[config.mk]
export PLATFORM = sky130hd
export DESIGN_NAME = perf_counter_ctrl
export DESIGN_NICKNAME = d
export VERILOG_FILES = /design/src/rtl/perf_counter_ctrl.sv
export SDC_FILE = /design/constraint.sdc
export NUM_CORES = 1
export LEC_CHECK = 0
export ABC_AREA = 1
export BUFFER_PORTS_ARGS = -buffer_cell sky130_fd_sc_hd__buf_2
export CORE_UTILIZATION = 63
export DETAILED_ROUTE_END_ITERATION = 10
export PLACE_DENSITY = 0.81
export SLEW_MARGIN = 15
export SYNTH_ARGS = -nofsm -noshare
export SYNTH_HDL_FRONTEND = slang
export SYNTH_SLANG_ARGS = --single-unit
export TNS_END_PERCENT = 20
[constraint.sdc]
create_clock -name clk -period 3.4 [get_ports clk]
set_input_delay 0.34 -clock clk [delete_from_list [all_inputs] [get_ports clk]]
set_output_delay 0.34 -clock clk [all_outputs]
set_load 0.05 [all_outputs]
[src/rtl/perf_counter_ctrl.sv]
// Performance counter block: per-source pending accumulators feeding a
// round-robin arbiter, one shared incrementer, and a read/clear handshake.
module perf_counter_ctrl #(
    parameter int NUM_CNT = 4,
    parameter int WIDTH   = 32,
    parameter int PEND_W  = 4
) (
    input  logic                       clk,
    input  logic                       rst_n,
    input  logic [NUM_CNT-1:0]         events,
    input  logic                       flush,
    input  logic                       mem_read,
    input  logic                       mem_write,
    input  logic [$clog2(NUM_CNT)-1:0] mem_address,
    output logic [WIDTH-1:0]           mem_rdata,
    output logic                       mem_resp,
    output logic [NUM_CNT-1:0]         pend_ovf
);

    localparam int AW = $clog2(NUM_CNT);
    localparam logic [0:0] IDLE = 1'b0;
    localparam logic [0:0] RESP = 1'b1;
    localparam logic [PEND_W-1:0] PEND_MAX = '1;

    logic [WIDTH-1:0]   cnt_q  [NUM_CNT];
    logic [WIDTH-1:0]   cnt_d  [NUM_CNT];
    logic [PEND_W-1:0]  pend_q [NUM_CNT];
    logic [PEND_W-1:0]  pend_d [NUM_CNT];
    logic [NUM_CNT-1:0] ovf_q, ovf_d;
    logic [AW-1:0]      rr_q, rr_d;
    logic [0:0]         state_q, state_d;
    logic [WIDTH-1:0]   rdata_q, rdata_d;

    logic               svc_vld;
    logic [AW-1:0]      svc_idx;
    logic [AW-1:0]      scan_idx;
    logic [WIDTH-1:0]   inc_val;
    logic               serv;

    // Round-robin pick: lowest offset from rr_q with pending work wins
    always_comb begin
        svc_vld  = 1'b0;
        svc_idx  = rr_q;
        scan_idx = rr_q;
        for (int j = NUM_CNT - 1; j >= 0; j--) begin
            scan_idx = rr_q + AW'(j);
            if (pend_q[scan_idx] != '0) begin
                svc_vld = 1'b1;
                svc_idx = scan_idx;
            end
        end
        inc_val = cnt_q[svc_idx] + WIDTH'(1);
    end

    // Counter, pending and overflow next-state; clear then flush override
    always_comb begin
        for (int i = 0; i < NUM_CNT; i++) begin
            cnt_d[i]  = cnt_q[i];
            pend_d[i] = pend_q[i];
        end
        ovf_d = ovf_q;
        rr_d  = rr_q;
        serv  = 1'b0;
        if (svc_vld) begin
            cnt_d[svc_idx] = inc_val;
            rr_d           = svc_idx + AW'(1);
        end
        for (int i = 0; i < NUM_CNT; i++) begin
            serv = svc_vld && (svc_idx == AW'(i));
            if (events[i] && !serv) begin
                if (pend_q[i] == PEND_MAX) begin
                    ovf_d[i] = 1'b1;
                end else begin
                    pend_d[i] = pend_q[i] + PEND_W'(1);
                end
            end else if (!events[i] && serv) begin
                pend_d[i] = pend_q[i] - PEND_W'(1);
            end
        end
        if (state_q == IDLE && mem_write) begin
            cnt_d[mem_address]  = '0;
            pend_d[mem_address] = '0;
            ovf_d[mem_address]  = 1'b0;
        end
        if (flush) begin
            for (int i = 0; i < NUM_CNT; i++) begin
                cnt_d[i]  = '0;
                pend_d[i] = '0;
            end
            ovf_d = '0;
            rr_d  = '0;
        end
    end

    // Handshake FSM; read data is the pre-update counter value
    always_comb begin
        state_d = state_q;
        rdata_d = '0;
        case (state_q)
            IDLE: begin
                if (mem_write || mem_read) begin
                    state_d = RESP;
                    if (!mem_write) begin
                        rdata_d = cnt_q[mem_address];
                    end
                end
            end
            default: state_d = IDLE;
        endcase
    end

    // State registers
    always_ff @(posedge clk or negedge rst_n) begin
        if (!rst_n) begin
            for (int i = 0; i < NUM_CNT; i++) begin
                cnt_q[i]  <= '0;
                pend_q[i] <= '0;
            end
            ovf_q   <= '0;
            rr_q    <= '0;
            state_q <= IDLE;
            rdata_q <= '0;
        end else begin
            for (int i = 0; i < NUM_CNT; i++) begin
                cnt_q[i]  <= cnt_d[i];
                pend_q[i] <= pend_d[i];
            end
            ovf_q   <= ovf_d;
            rr_q    <= rr_d;
            state_q <= state_d;
            rdata_q <= rdata_d;
        end
    end

    assign mem_resp  = (state_q == RESP);
    assign mem_rdata = rdata_q;
    assign pend_ovf  = ovf_q;

endmodule

==> metrics.md <==
| Metric | Value |
|---|---|
| Crit. path cell count | `23` |
| Synthesis-stage register bit count | `approximately 180` |
| Largest fanout on the critical path | `11` |
| Layout cell share with drive strength beyond 1 | `0.166` |
| Number of warnings issued by yosys | `0` |
| Combined area of the multi-input logic cells | `between 5000 and 6000 um2` |
| Clock insertion delay at the later pin of the skew report | `440 ps` |
| Arr. time, crit path | `3880 ps` |
| Fraction of synthesized cell area in xor and xnor cells | `0.0172` |
| PortBufs | `47` |
| Cell variety after synth | `37` |
| Syn Std Cell Area | `11600 um2` |
| Post-synth top area cell | `sky130_fd_sc_hd__dfrtp_1` |
| Final estimated routing congestion in global placement | `0.978` |
| Buffers & Inverters on Critical Path | `2` |
| Actual slew at the worst max-slew pin | `898 ps` |
| Htree depth | `4` |
| Drt first-iter violations | `1705` |
| Die width | `approximately 140 um` |
| Clock buffers created by TritonCTS | `17` |
| Share of the synthesized area in the top cell type | `0.396` |
| R2R setup slack | `-110 ps` |
| Violations in the final reports | `negative setup slack` |
| Nature of the critical path endpoint | `flip-flop` |
| Critical Path, Cell by Cell | `buf_6 > nand2_1 > nand2_1 > nor2_2 > nand3_2 > nand2_2 > nand2_2 > nand2_4 > nand2_4 > nand2_8 > nand2_8 > buf_4 > nand2_1 > nand3_1 > nand2_1 > nand2_1 > nor2_2 > nand2_2 > nor2_2 > nand2_1 > nand2_1 > nand2_2 > a21oi_2` |
| Hold_ws | `approximately 130 ps` |
| Finish-stage setup viols | `26` |
| Worst endpoint required time | `3770 ps` |
| Bufs on Longest Clock Path | `2` |
| Antenna diode count | `0` |
| Y dimension of the die | `~140 um` |
| Critical path start-end classification | `flip-flop to flip-flop` |
| RSZ-0062 raised after global routing | `yes` |
| Number of vias per cell after detailed routing | `~6.3` |
| Classification of the worst-slack hold path | `input pin to flip-flop` |
| Post-synthesis compound-gate area fraction | `0.170` |
| End point of the critical path | `cnt_q[95]` |
| Detailed Place HPWL | `around 22000 um` |
| Worst R2R Path Depth | `23` |
| Overall die area | `18900 um2` |
| Placeable core region | `18000 um2` |
| Final period utilization | `1.03` |
| Result of the run | `complete, but fails checks` |
| Total congestion overflow | `0` |
| Number of filler cells placed in the layout | `roughly 1400` |
| I/O pin count | `between 40 and 50` |
| Most frequently used cell type in the post-synthesis netlist | `sky130_fd_sc_hd__nand2_1` |
| Detailed-route wire length | `roughly 37000 um` |
| Synth Area per Inst | `7.15 um2` |
| Sink count of the clock tree | `about 180` |
| Worst path setup slack after routing | `-108 ps` |
| Highest attainable clock frequency | `approximately 290 MHz` |
| Dominant cell type by count on the critical path | `sky130_fd_sc_hd__nand2_1` |
| Sequential element share of the synthesized area | `0.396` |
| Slowest stage cell, crit path | `sky130_fd_sc_hd__dfrtp_2` |
| Count of flip-flops with a built-in enable after synthesis | `0` |
| Fraction of registers with async set/reset | `1.00` |
| Root buffer selected by CTS | `sky130_fd_sc_hd__clkbuf_16` |
| Area growth from synthesis to layout | `14.6%` |
| Via count | `roughly 12000` |
| Post-Route Skew | `about 9 ps` |
| Cell family with the largest share of critical-path delay | `simple AND/OR/NAND/NOR gates` |
| Number of optimization iterations in the first detailed-route pass | `8` |
| Post-Synth Adder-Cell Area | `0.0141` |
| Number of global-route vias before repair | `approximately 11000` |
| Final Critical Period | `approximately 3500 ps` |
| Share of synthesized area spent on multiplexers | `0` |
| Post-route standard cell area excluding fillers | `approximately 13000 um2` |
| Maximum number of pins on one net before global-route repair | `82` |
| Global-route wire length before repair | `54500 um` |
| Startpoint of the most critical setup path | `rr_q[0]` |
| Routed wirelength normalized by instance count | `around 20 um` |
| Synthesized netlist net count | `between 1500 and 2000` |
| Synthesized instance count | `approximately 1600` |
| Clock Pin Slew Worst Setup and Hold Paths | `roughly 70 ps` |
| Startpoint of the worst register-to-register path | `rr_q[0]` |
| Capture instance of the worst register-to-register path | `cnt_q[95]` |
| Top cells by instance count after synthesis | `sky130_fd_sc_hd__nand2_1 (335), sky130_fd_sc_hd__inv_1 (229), sky130_fd_sc_hd__nand3_1 (212)` |
| Number of pins with negative max-slew slack in the final report | `0` |
| Effective utilization at floorplan | `0.644` |
| Core utilization of the finished layout | `0.739` |
| Routed Antenna Nets | `0` |
| Most used flip-flop cell after synthesis | `sky130_fd_sc_hd__dfrtp_1` |
| Synth Area in Simple Gates | `0.281` |
| Dominant combinational cell family by area after synthesis | `simple AND/OR/NAND/NOR gates` |
| Total count of hold-check failures in the final report | `0` |
| Area contributors post-synth | `sky130_fd_sc_hd__dfrtp_1 (40%), sky130_fd_sc_hd__nand2_1 (11%), sky130_fd_sc_hd__nand3_1 (9.2%), sky130_fd_sc_hd__inv_1 (7.4%), sky130_fd_sc_hd__a21oi_1 (5.8%)` |
| Number of antenna violations at the first check in global routing | `0` |
| Layout net count | `1691` |
| Area after DPL | `approximately 12000 um2` |
| Max-capacitance violation count | `0` |
| Slowest stage delay, CP | `510 ps` |
| Slew margin rel. | `0.401` |
| Pre-CTS setup slack | `-60.1 ps` |
| DRC errors left | `0` |
| Setup crit start kind | `flip-flop` |
| Overall fraction of global-route tracks in use | `0.377` |
| Core Rows | `between 40 and 50` |
| FF+latch area | `4580 um2` |
| TritonCTS clock tree | `yes` |
sequential cells by signal (all words and copies together), names as in the netlist:
register / count
cnt_q: 128
mem_rdata: 32
pend_q: 16
pend_ovf: 4
rr_q: 2
mem_resp: 1
area by class of cell:
| cell class | count | area share |
|---|---|---|
| multi-input combinational | 1109 | 0.448 |
| sequential | 183 | 0.345 |
| timing repair buffer | 117 | 0.0751 |
| inverter | 239 | 0.0684 |
| clock buffer | 19 | 0.0326 |
| tap | 229 | 0.0216 |
| clock inverter | 13 | 0.00934 |
layer usage:
layer	share of wire	global-route usage	vias to the layer above
met1	0.38	0.529	5475
met5	0	0	-
li1	-	-	5382
met4	0.054	0.155	0
met3	0.14	0.0740	217
met2	0.43	0.568	932
per-stage QoR:
step                TNS, ps  cells
global route         -10910   1909
CTS                   -1.38   1889
floorplan                 0   1619
detailed placement     -181   1853
finish                -1200   1909
global placement          0   1853
worst min path at each step:
stage               slack (ps)      from  cells past startpoint          end
floorplan                   40     rst_n                      0     cnt_q[0]
global placement           400     rst_n                      1  pend_ovf[0]
detailed placement         410     rst_n                      1   pend_q[15]
CTS                        130  mem_read                      3     mem_resp
global route               170  mem_read                      3     mem_resp
finish                     130  mem_read                      3     mem_resp
tightest hold or removal path, stage by stage:
cell	delay [ps]
sky130_fd_sc_hd__buf_2	90
sky130_fd_sc_hd__nor2_1	40
sky130_fd_sc_hd__nor2_1	70
repair_timing:
item / 4_1_cts / 5_1_grt
endpoints found under the hold margin: 74 / 0
gates resized for setup: 7 / 93
setup endpoints to repair: 39 / 125
cloned: 0 / 8
setup buffers: 3 / 12
hold buffers: 1 / 0
pin swaps: 1 / 19
cells by family after synthesis:
logic type | after synthesis
AO/OA/AOI/OAI | 346
XOR/XNOR | 21
adder cells (fa/ha/maj) | 13
buffers and inverters | 328
flip-flops | 183
AND/OR/NAND/NOR | 728
cells in the final DEF, fill, tap and decap left out, types with 4 or more instances in the layout:
cell type / Yosys / routed
sky130_fd_sc_hd__xnor2_1: 7 / 5
sky130_fd_sc_hd__nor2_4: 7 / 14
sky130_fd_sc_hd__buf_12: 0 / 5
sky130_fd_sc_hd__xor2_1: 12 / 8
sky130_fd_sc_hd__buf_2: 12 / 46
sky130_fd_sc_hd__o21ai_0: 123 / 122
sky130_fd_sc_hd__buf_4: 10 / 49
sky130_fd_sc_hd__clkbuf_16: 0 / 22
sky130_fd_sc_hd__nor2_2: 12 / 23
sky130_fd_sc_hd__buf_6: 17 / 7
sky130_fd_sc_hd__nand3_2: 3 / 7
sky130_fd_sc_hd__nand2_2: 27 / 49
sky130_fd_sc_hd__o22ai_1: 34 / 34
sky130_fd_sc_hd__nand3_1: 212 / 208
sky130_fd_sc_hd__a21oi_1: 135 / 127
sky130_fd_sc_hd__nand3b_1: 5 / 5
sky130_fd_sc_hd__nor2_1: 112 / 94
sky130_fd_sc_hd__nand2_1: 335 / 309
sky130_fd_sc_hd__a221oi_1: 40 / 40
sky130_fd_sc_hd__nand2_4: 4 / 6
sky130_fd_sc_hd__inv_1: 229 / 229
sky130_fd_sc_hd__nand4_1: 6 / 6
sky130_fd_sc_hd__o21ai_1: 4 / 4
sky130_fd_sc_hd__ha_1: 13 / 12
sky130_fd_sc_hd__a21oi_2: 4 / 12
sky130_fd_sc_hd__clkinv_1: 5 / 5
sky130_fd_sc_hd__dfrtp_1: 183 / 182
Power is left out: the tool's default activity adds up to more than one toggle a clock period on the data nets, which glitch-free logic cannot reach.
